`src/rtl/repack_wr_sched.sv`:
```
`default_nettype none
// ============================================================================
// Module   : repack_wr_sched
// Purpose  : Write scheduler between the pixel repacker word stream and the
//            frame-buffer write port. Buffers incoming words in a 2*BURST
//            FIFO and emits fixed-length write bursts (one command, then the
//            data beats) at linearly increasing byte addresses inside one
//            frame region. Wraps to BASE at frame end and pulses frame_done_o.
//
// Ports    : clk_i, rst_ni           clock / asynchronous active-low reset
//            in_val_i, in_data_i,    repacked word input (valid/ready)
//            in_rdy_o
//            cmd_val_o, cmd_addr_o,  burst command (start byte address,
//            cmd_len_o, cmd_rdy_i    beats minus one)
//            wr_val_o, wr_data_o,    write beats; wr_last_o marks the final
//            wr_last_o, wr_rdy_i     beat of each burst
//            frame_done_o            one-cycle pulse after a frame completes
//            flush_i                 drain a partial burst (SCHED_FLUSH_EN)
//
// Build    : define SCHED_FLUSH_EN to add flush_i and partial-burst draining.
//
// Revision : 1.0  initial release
// ============================================================================
module repack_wr_sched #(
  parameter int            W           = 64,
  parameter int            BURST       = 16,
  parameter int            AW          = 32,
  parameter logic [AW-1:0] BASE        = '0,
  parameter int            FRAME_WORDS = 1920*1080*3/8
) (
  input  logic          clk_i,
  input  logic          rst_ni,
  input  logic          in_val_i,
  input  logic [W-1:0]  in_data_i,
  output logic          in_rdy_o,
  output logic          cmd_val_o,
  output logic [AW-1:0] cmd_addr_o,
  output logic [7:0]    cmd_len_o,
  input  logic          cmd_rdy_i,
  output logic          wr_val_o,
  output logic [W-1:0]  wr_data_o,
  output logic          wr_last_o,
  input  logic          wr_rdy_i,
  output logic          frame_done_o
`ifdef SCHED_FLUSH_EN
  ,
  input  logic          flush_i
`endif
);

  // --------------------------------------------------------------------------
  // Derived sizes and constants
  // --------------------------------------------------------------------------
  localparam int DEPTH = 2 * BURST;             // FIFO depth, power of two
  localparam int PW    = $clog2(DEPTH);         // FIFO pointer width
  localparam int CW    = $clog2(DEPTH + 1);     // occupancy 0..DEPTH
  localparam int WCW   = $clog2(FRAME_WORDS + 1);
  localparam int WSW   = WCW + 1;               // word-counter sum, no overflow

  localparam logic [CW-1:0]  c_full     = CW'(DEPTH);
  localparam logic [CW-1:0]  c_burst    = CW'(BURST);
  localparam logic [7:0]     c_len_full = 8'(BURST - 1);
  localparam logic [WSW-1:0] c_frame    = WSW'(FRAME_WORDS);
  localparam logic [AW-1:0]  c_bytes    = AW'(W / 8);

  typedef enum logic [1:0] {
    S_IDLE = 2'd0,
    S_CMD  = 2'd1,
    S_DATA = 2'd2
  } state_e;

  // --------------------------------------------------------------------------
  // FIFO
  // --------------------------------------------------------------------------
  logic [W-1:0]  mem_q [DEPTH];
  logic [PW-1:0] wptr_q, wptr_d;
  logic [PW-1:0] rptr_q, rptr_d;
  logic [CW-1:0] count_q, count_d;
  logic          push, pop;

  assign in_rdy_o  = (count_q < c_full);
  assign push      = in_val_i && in_rdy_o;
  assign pop       = wr_val_o && wr_rdy_i;
  assign wr_data_o = mem_q[rptr_q];

  // Storage carries no reset: contents are only observed through count_q,
  // which is cleared on reset.
  always_ff @(posedge clk_i) begin
    if (push) begin
      mem_q[wptr_q] <= in_data_i;
    end
  end

  // Pointers wrap naturally because DEPTH is a power of two.
  always_comb begin
    wptr_d  = push ? wptr_q + PW'(1) : wptr_q;
    rptr_d  = pop  ? rptr_q + PW'(1) : rptr_q;
    count_d = count_q;
    unique case ({push, pop})
      2'b10:   count_d = count_q + CW'(1);
      2'b01:   count_d = count_q - CW'(1);
      default: count_d = count_q;
    endcase
  end

  always_ff @(posedge clk_i or negedge rst_ni) begin
    if (!rst_ni) begin
      wptr_q  <= '0;
      rptr_q  <= '0;
      count_q <= '0;
    end else begin
      wptr_q  <= wptr_d;
      rptr_q  <= rptr_d;
      count_q <= count_d;
    end
  end

  // --------------------------------------------------------------------------
  // Optional flush request
  // --------------------------------------------------------------------------
  logic flush_req;
`ifdef SCHED_FLUSH_EN
  assign flush_req = flush_i;
`else
  assign flush_req = 1'b0;
`endif

  // --------------------------------------------------------------------------
  // Burst scheduler
  // --------------------------------------------------------------------------
  state_e         state_q, state_d;
  logic [AW-1:0]  addr_q, addr_d;
  logic [7:0]     len_q, len_d;
  logic [7:0]     beat_q, beat_d;
  logic [WCW-1:0] wcnt_q, wcnt_d;
  logic           done_q, done_d;

  logic [8:0]     burst_words;
  logic [AW-1:0]  addr_inc;
  logic [WSW-1:0] wcnt_sum;
  logic           frame_end;

  // Words in the current burst; 9 bits so a 256-beat burst is representable.
  assign burst_words = {1'b0, len_q} + 9'd1;
  assign addr_inc    = AW'(burst_words) * c_bytes;
  assign wcnt_sum    = {1'b0, wcnt_q} + WSW'(burst_words);
  // ">=" rather than "==" keeps the wrap robust if a flushed partial burst
  // has left the counter off the BURST grid.
  assign frame_end   = (wcnt_sum >= c_frame);

  assign cmd_addr_o   = addr_q;
  assign cmd_len_o    = len_q;
  assign frame_done_o = done_q;

  always_comb begin
    state_d   = state_q;
    addr_d    = addr_q;
    len_d     = len_q;
    beat_d    = beat_q;
    wcnt_d    = wcnt_q;
    done_d    = 1'b0;
    cmd_val_o = 1'b0;
    wr_val_o  = 1'b0;
    wr_last_o = 1'b0;

    unique case (state_q)
      S_IDLE: begin
        // A full burst is only started once all its words are buffered, so
        // the data phase never starves mid-burst.
        if (count_q >= c_burst) begin
          state_d = S_CMD;
          len_d   = c_len_full;
        end else if (flush_req && (count_q != '0)) begin
          state_d = S_CMD;
          len_d   = 8'(count_q - CW'(1));
        end
      end

      S_CMD: begin
        cmd_val_o = 1'b1;
        if (cmd_rdy_i) begin
          state_d = S_DATA;
          beat_d  = '0;
        end
      end

      S_DATA: begin
        wr_val_o  = (count_q != '0);
        wr_last_o = wr_val_o && (beat_q == len_q);
        if (wr_val_o && wr_rdy_i) begin
          beat_d = beat_q + 8'd1;
          if (beat_q == len_q) begin
            state_d = S_IDLE;
            if (frame_end) begin
              wcnt_d = '0;
              addr_d = BASE;
              done_d = 1'b1;
            end else begin
              wcnt_d = WCW'(wcnt_sum);
              addr_d = addr_q + addr_inc;
            end
          end
        end
      end

      default: state_d = S_IDLE;
    endcase
  end

  always_ff @(posedge clk_i or negedge rst_ni) begin
    if (!rst_ni) begin
      state_q <= S_IDLE;
      addr_q  <= BASE;
      len_q   <= c_len_full;
      beat_q  <= '0;
      wcnt_q  <= '0;
      done_q  <= 1'b0;
    end else begin
      state_q <= state_d;
      addr_q  <= addr_d;
      len_q   <= len_d;
      beat_q  <= beat_d;
      wcnt_q  <= wcnt_d;
      done_q  <= done_d;
    end
  end

endmodule
`default_nettype wire
```
`config.mk`:
```
export PLATFORM = sky130hd
export DESIGN_NAME = repack_wr_sched
export DESIGN_NICKNAME = d
export VERILOG_FILES = /design/src/rtl/repack_wr_sched.sv
export SDC_FILE = /design/constraint.sdc
export NUM_CORES = 2
export LEC_CHECK = 0
export CAP_MARGIN = 10
export CORE_MARGIN = 4
export CORE_UTILIZATION = 50
export CTS_CLUSTER_SIZE = 25
export DETAILED_ROUTE_END_ITERATION = 8
export PLACE_DENSITY_LB_ADDON = 0.25
export REMOVE_ABC_BUFFERS = 1
export SLEW_MARGIN = 20
export SYNTH_ARGS = -nofsm -noshare
export SYNTH_HDL_FRONTEND = slang
export SYNTH_SLANG_ARGS = --single-unit
export TNS_END_PERCENT = 50
```
`constraint.sdc`:
```
create_clock -name clk_i -period 4.16 [get_ports clk_i]
set_clock_uncertainty 0.1 [all_clocks]
set_input_delay 0.624 -clock clk_i [delete_from_list [all_inputs] [get_ports clk_i]]
set_output_delay 0.624 -clock clk_i [all_outputs]
set_load 0.1 [all_outputs]
```
==> results.sh <==
export IMPL_grt_first_pass_wirelength_um=280000
export IMPL_most_common_layout_cells="edfxtp_1 (2,048), mux4_2 (640), clkbuf_16 (219)"
export IMPL_synth_seq_cells=2116
export IMPL_power_frac_clock=0.281
export IMPL_end_kind="primary output"
export IMPL_post_synth_top_area_cell="edfxtp_1"
export IMPL_overflow=0
export IMPL_tightest_slew_ns=1.06
export IMPL_holdCritPathClass="in2reg"
export IMPL_cts_buffers=207
export IMPL_pre_cts_slack_ns=0.587
export IMPL_drv_cap=0
export IMPL_slew_headroom=0.294
export IMPL_dp_hpwl_um=93700
export IMPL_crit_required_ns=3.44
export IMPL_p_sw_frac=0.308
export IMPL_seq_power_share=0.376
export IMPL_finalSetupViolCount=7
export IMPL_ys_top_cells_by_area="edfxtp_1 (76%), mux4_2 (18%), dfrtp_1 (2.1%)"
export IMPL_portBuffers=162
export IMPL_crit_path_start_kind="register"
export IMPL_fmax_ghz=0.238
export IMPL_initial_core_util=0.505
export IMPL_p_sw_mw=19.9
export IMPL_clk_pin_slew_ns=0.07
export IMPL_grt_pass1_vias=38700
export IMPL_yosys_most_used_dff="edfxtp_1"
export IMPL_cts_tree="done"
export IMPL_final_nets=3854
export IMPL_layout_commonest_cell="edfxtp_1"
export IMPL_netlist_area_leader_share=0.756
export IMPL_ys_warn_count=0
export IMPL_cellPowerDensity_mw_per_mm2=676
export IMPL_dieWidth_um=411
export IMPL_totalWireLength_um=195000
export IMPL_post_route_period_util=1.01
export IMPL_synth_edf_count=2048
export IMPL_viasPerCell=6.26
export IMPL_fp_dieArea_mm2=0.169
export IMPL_pin_count=178
export IMPL_fin_crit_ns=4.20
export IMPL_tns_ns=-0.125
export IMPL_p_int_mw=44.5
export IMPL_drv_slew=0
export IMPL_area_delta_synth_final_pct=17.2
export IMPL_layout_cells_non_filler=6110
export IMPL_finalHoldViolCount=0
export IMPL_rsz0062_at_grt="true"
export IMPL_outcome="finished with violations"
export IMPL_remaining_drc_errors=0
export IMPL_syn_avg_cell_area_um2=24.0
export IMPL_path_max_fanout=9
export IMPL_antenna_found_initial=16
export IMPL_violations="setup timing"
export IMPL_ir_worst_vdd_mv=0.723
export IMPL_num_vias=38200
export IMPL_core_area_mm2=0.161
export IMPL_fin_ws_ns=-0.0422
export IMPL_first_iter_violations=4912
export IMPL_criticalPathCategory="reg2out"
export IMPL_routedWlPerCell_um=31.9
export IMPL_ys_seq_area_frac=0.777
export IMPL_die_height_um=411
export IMPL_dpl_cell_area_mm2=0.0877
export IMPL_synth_cell_type_count=61
export IMPL_syn_cell_area_mm2=0.0813
export IMPL_leakage_nw=29.8
export IMPL_drive_gt1_frac=0.330
export IMPL_first_pass_iters=7
export IMPL_async_reset_ff_frac=0.0321
export IMPL_postSynthCellCount=3388
export IMPL_ant_nets=0
export IMPL_clockRootBuffer="clkbuf_16"
export IMPL_fin_area_mm2=0.0953
export IMPL_cts_sinks=2116
export IMPL_num_rows=147
export IMPL_cts_buffer_depth=3
export IMPL_nFillCells=11300
export IMPL_grt_max_degree=65
export IMPL_grtUsageTotal=0.230
export IMPL_cp_arrival_ns=3.48
export IMPL_cts_max_level=4
export IMPL_place_inst=5678
export IMPL_combPwrFrac=0.343
export IMPL_gp_congestion=0.743
export IMPL_clock_latency_ns=0.80
## critical path: stages (launching register included)
cell,delay [ns]
dfrtp_4,0.44
buf_12,0.17
buf_16,0.20
buf_12,0.16
clkbuf_16,0.17
mux4_2,0.50
mux4_2,0.47
mux2_4,0.33
buf_12,0.19
## per-stage QoR
step	hold WS [ns]	power (mW)	util
after floorplan	0.228	34.5	-
after global placement	0.339	45.4	0.544
after detailed placement	0.343	45.5	0.544
after CTS	0.281	64.3	0.588
after global routing	0.237	66.7	0.592
final	0.247	64.4	0.592
## synthesized netlist by cell type, types with 14 or more instances
| cell | count |
|---|---|
| clkbuf_1 | 124 |
| mux2_2 | 64 |
| edfxtp_1 | 2048 |
| xnor2_1 | 34 |
| buf_4 | 15 |
| dfrtp_1 | 68 |
| nand3_1 | 28 |
| nand2_1 | 49 |
| o21ai_0 | 17 |
| nor3_1 | 14 |
| mux4_2 | 640 |
| inv_1 | 26 |
| nor2_1 | 83 |
| buf_1 | 46 |
| ha_1 | 14 |
## final timing paths
check	start	end	slack, ns	cells after the start
max	rptr_q[0]	wr_data_o[52]	-0.04	8
max reg2reg	count_q[0]	count_q[5]	0.63	13
min in group asynchronous	rst_ni	cmd_addr_o[15]	0.32	2
max in group asynchronous	rst_ni	cmd_addr_o[10]	2.71	4
min reg2reg	state_q[1]	state_q[0]	0.37	1
min	in_data_i[5]	mem_q[23][5]	0.25	1
## timing repair
item / 4_1_cts / 5_1_grt
pin swaps: 0 / 0
hold endpoints to repair: 27 / 0
setup endpoints to repair: 63 / 52
gates resized for setup: 32 / 45
buffers inserted: 15 / 7
hold buffers: 1 / 0
cloned: 8 / 12
## final cells by class
cell class                 instances  area [um^2]  share of cell area
tap                             2160         2700              0.0284
sequential                      2116        63200               0.663
multi-input combinational       1068        17600               0.185
timing repair buffer             350         5070              0.0532
inverter                          27          101             0.00106
clock buffer                     262         5470              0.0574
antenna                            7         17.5            0.000184
clock inverter                   120         1100              0.0116
## kinds of logic (layout without fill, tap and decap cells)
| logic type | after synthesis | in the layout | synth area share |
|---|---|---|---|
| other | 2 | 22 | 0.0000923 |
| multiplexers | 704 | 704 | 0.186 |
| XOR/XNOR | 43 | 43 | 0.00463 |
| flip-flops | 2116 | 2116 | 0.777 |
| AO/OA/AOI/OAI | 62 | 62 | 0.00518 |
| adder cells (fa/ha/maj) | 15 | 15 | 0.00240 |
| buffers and inverters | 217 | 759 | 0.0109 |
| AND/OR/NAND/NOR | 229 | 229 | 0.0137 |
## power groups by stage
stage	clock network [mW]	logic [mW]	registers [mW]
floorplan	0	9.12	25.4
global placement	0	20.7	24.7
detailed placement	0	20.8	24.7
CTS	18.4	21.6	24.2
global route	19.4	23.1	24.2
finish	18.1	22.1	24.2
## flip-flops by register name, indices dropped and copies added, names as in the netlist
name	flops
frame_done_o	1
rptr_q	5
state_q	2
wcnt_q	16
mem_q	2048
cmd_addr_o	25
beat_q	8
count_q	6
wptr_q	5
## routing by layer
layer  vias to the layer above  part of all wire  GRT usage
met5                         -           0.00029          0
li1                      15300                 -          -
met3                       323             0.085     0.0403
met4                        10             0.022     0.0544
met2                      1757              0.49      0.367
met1                     20900              0.40      0.339
No activity file was read; power rests on OpenSTA's default activity.
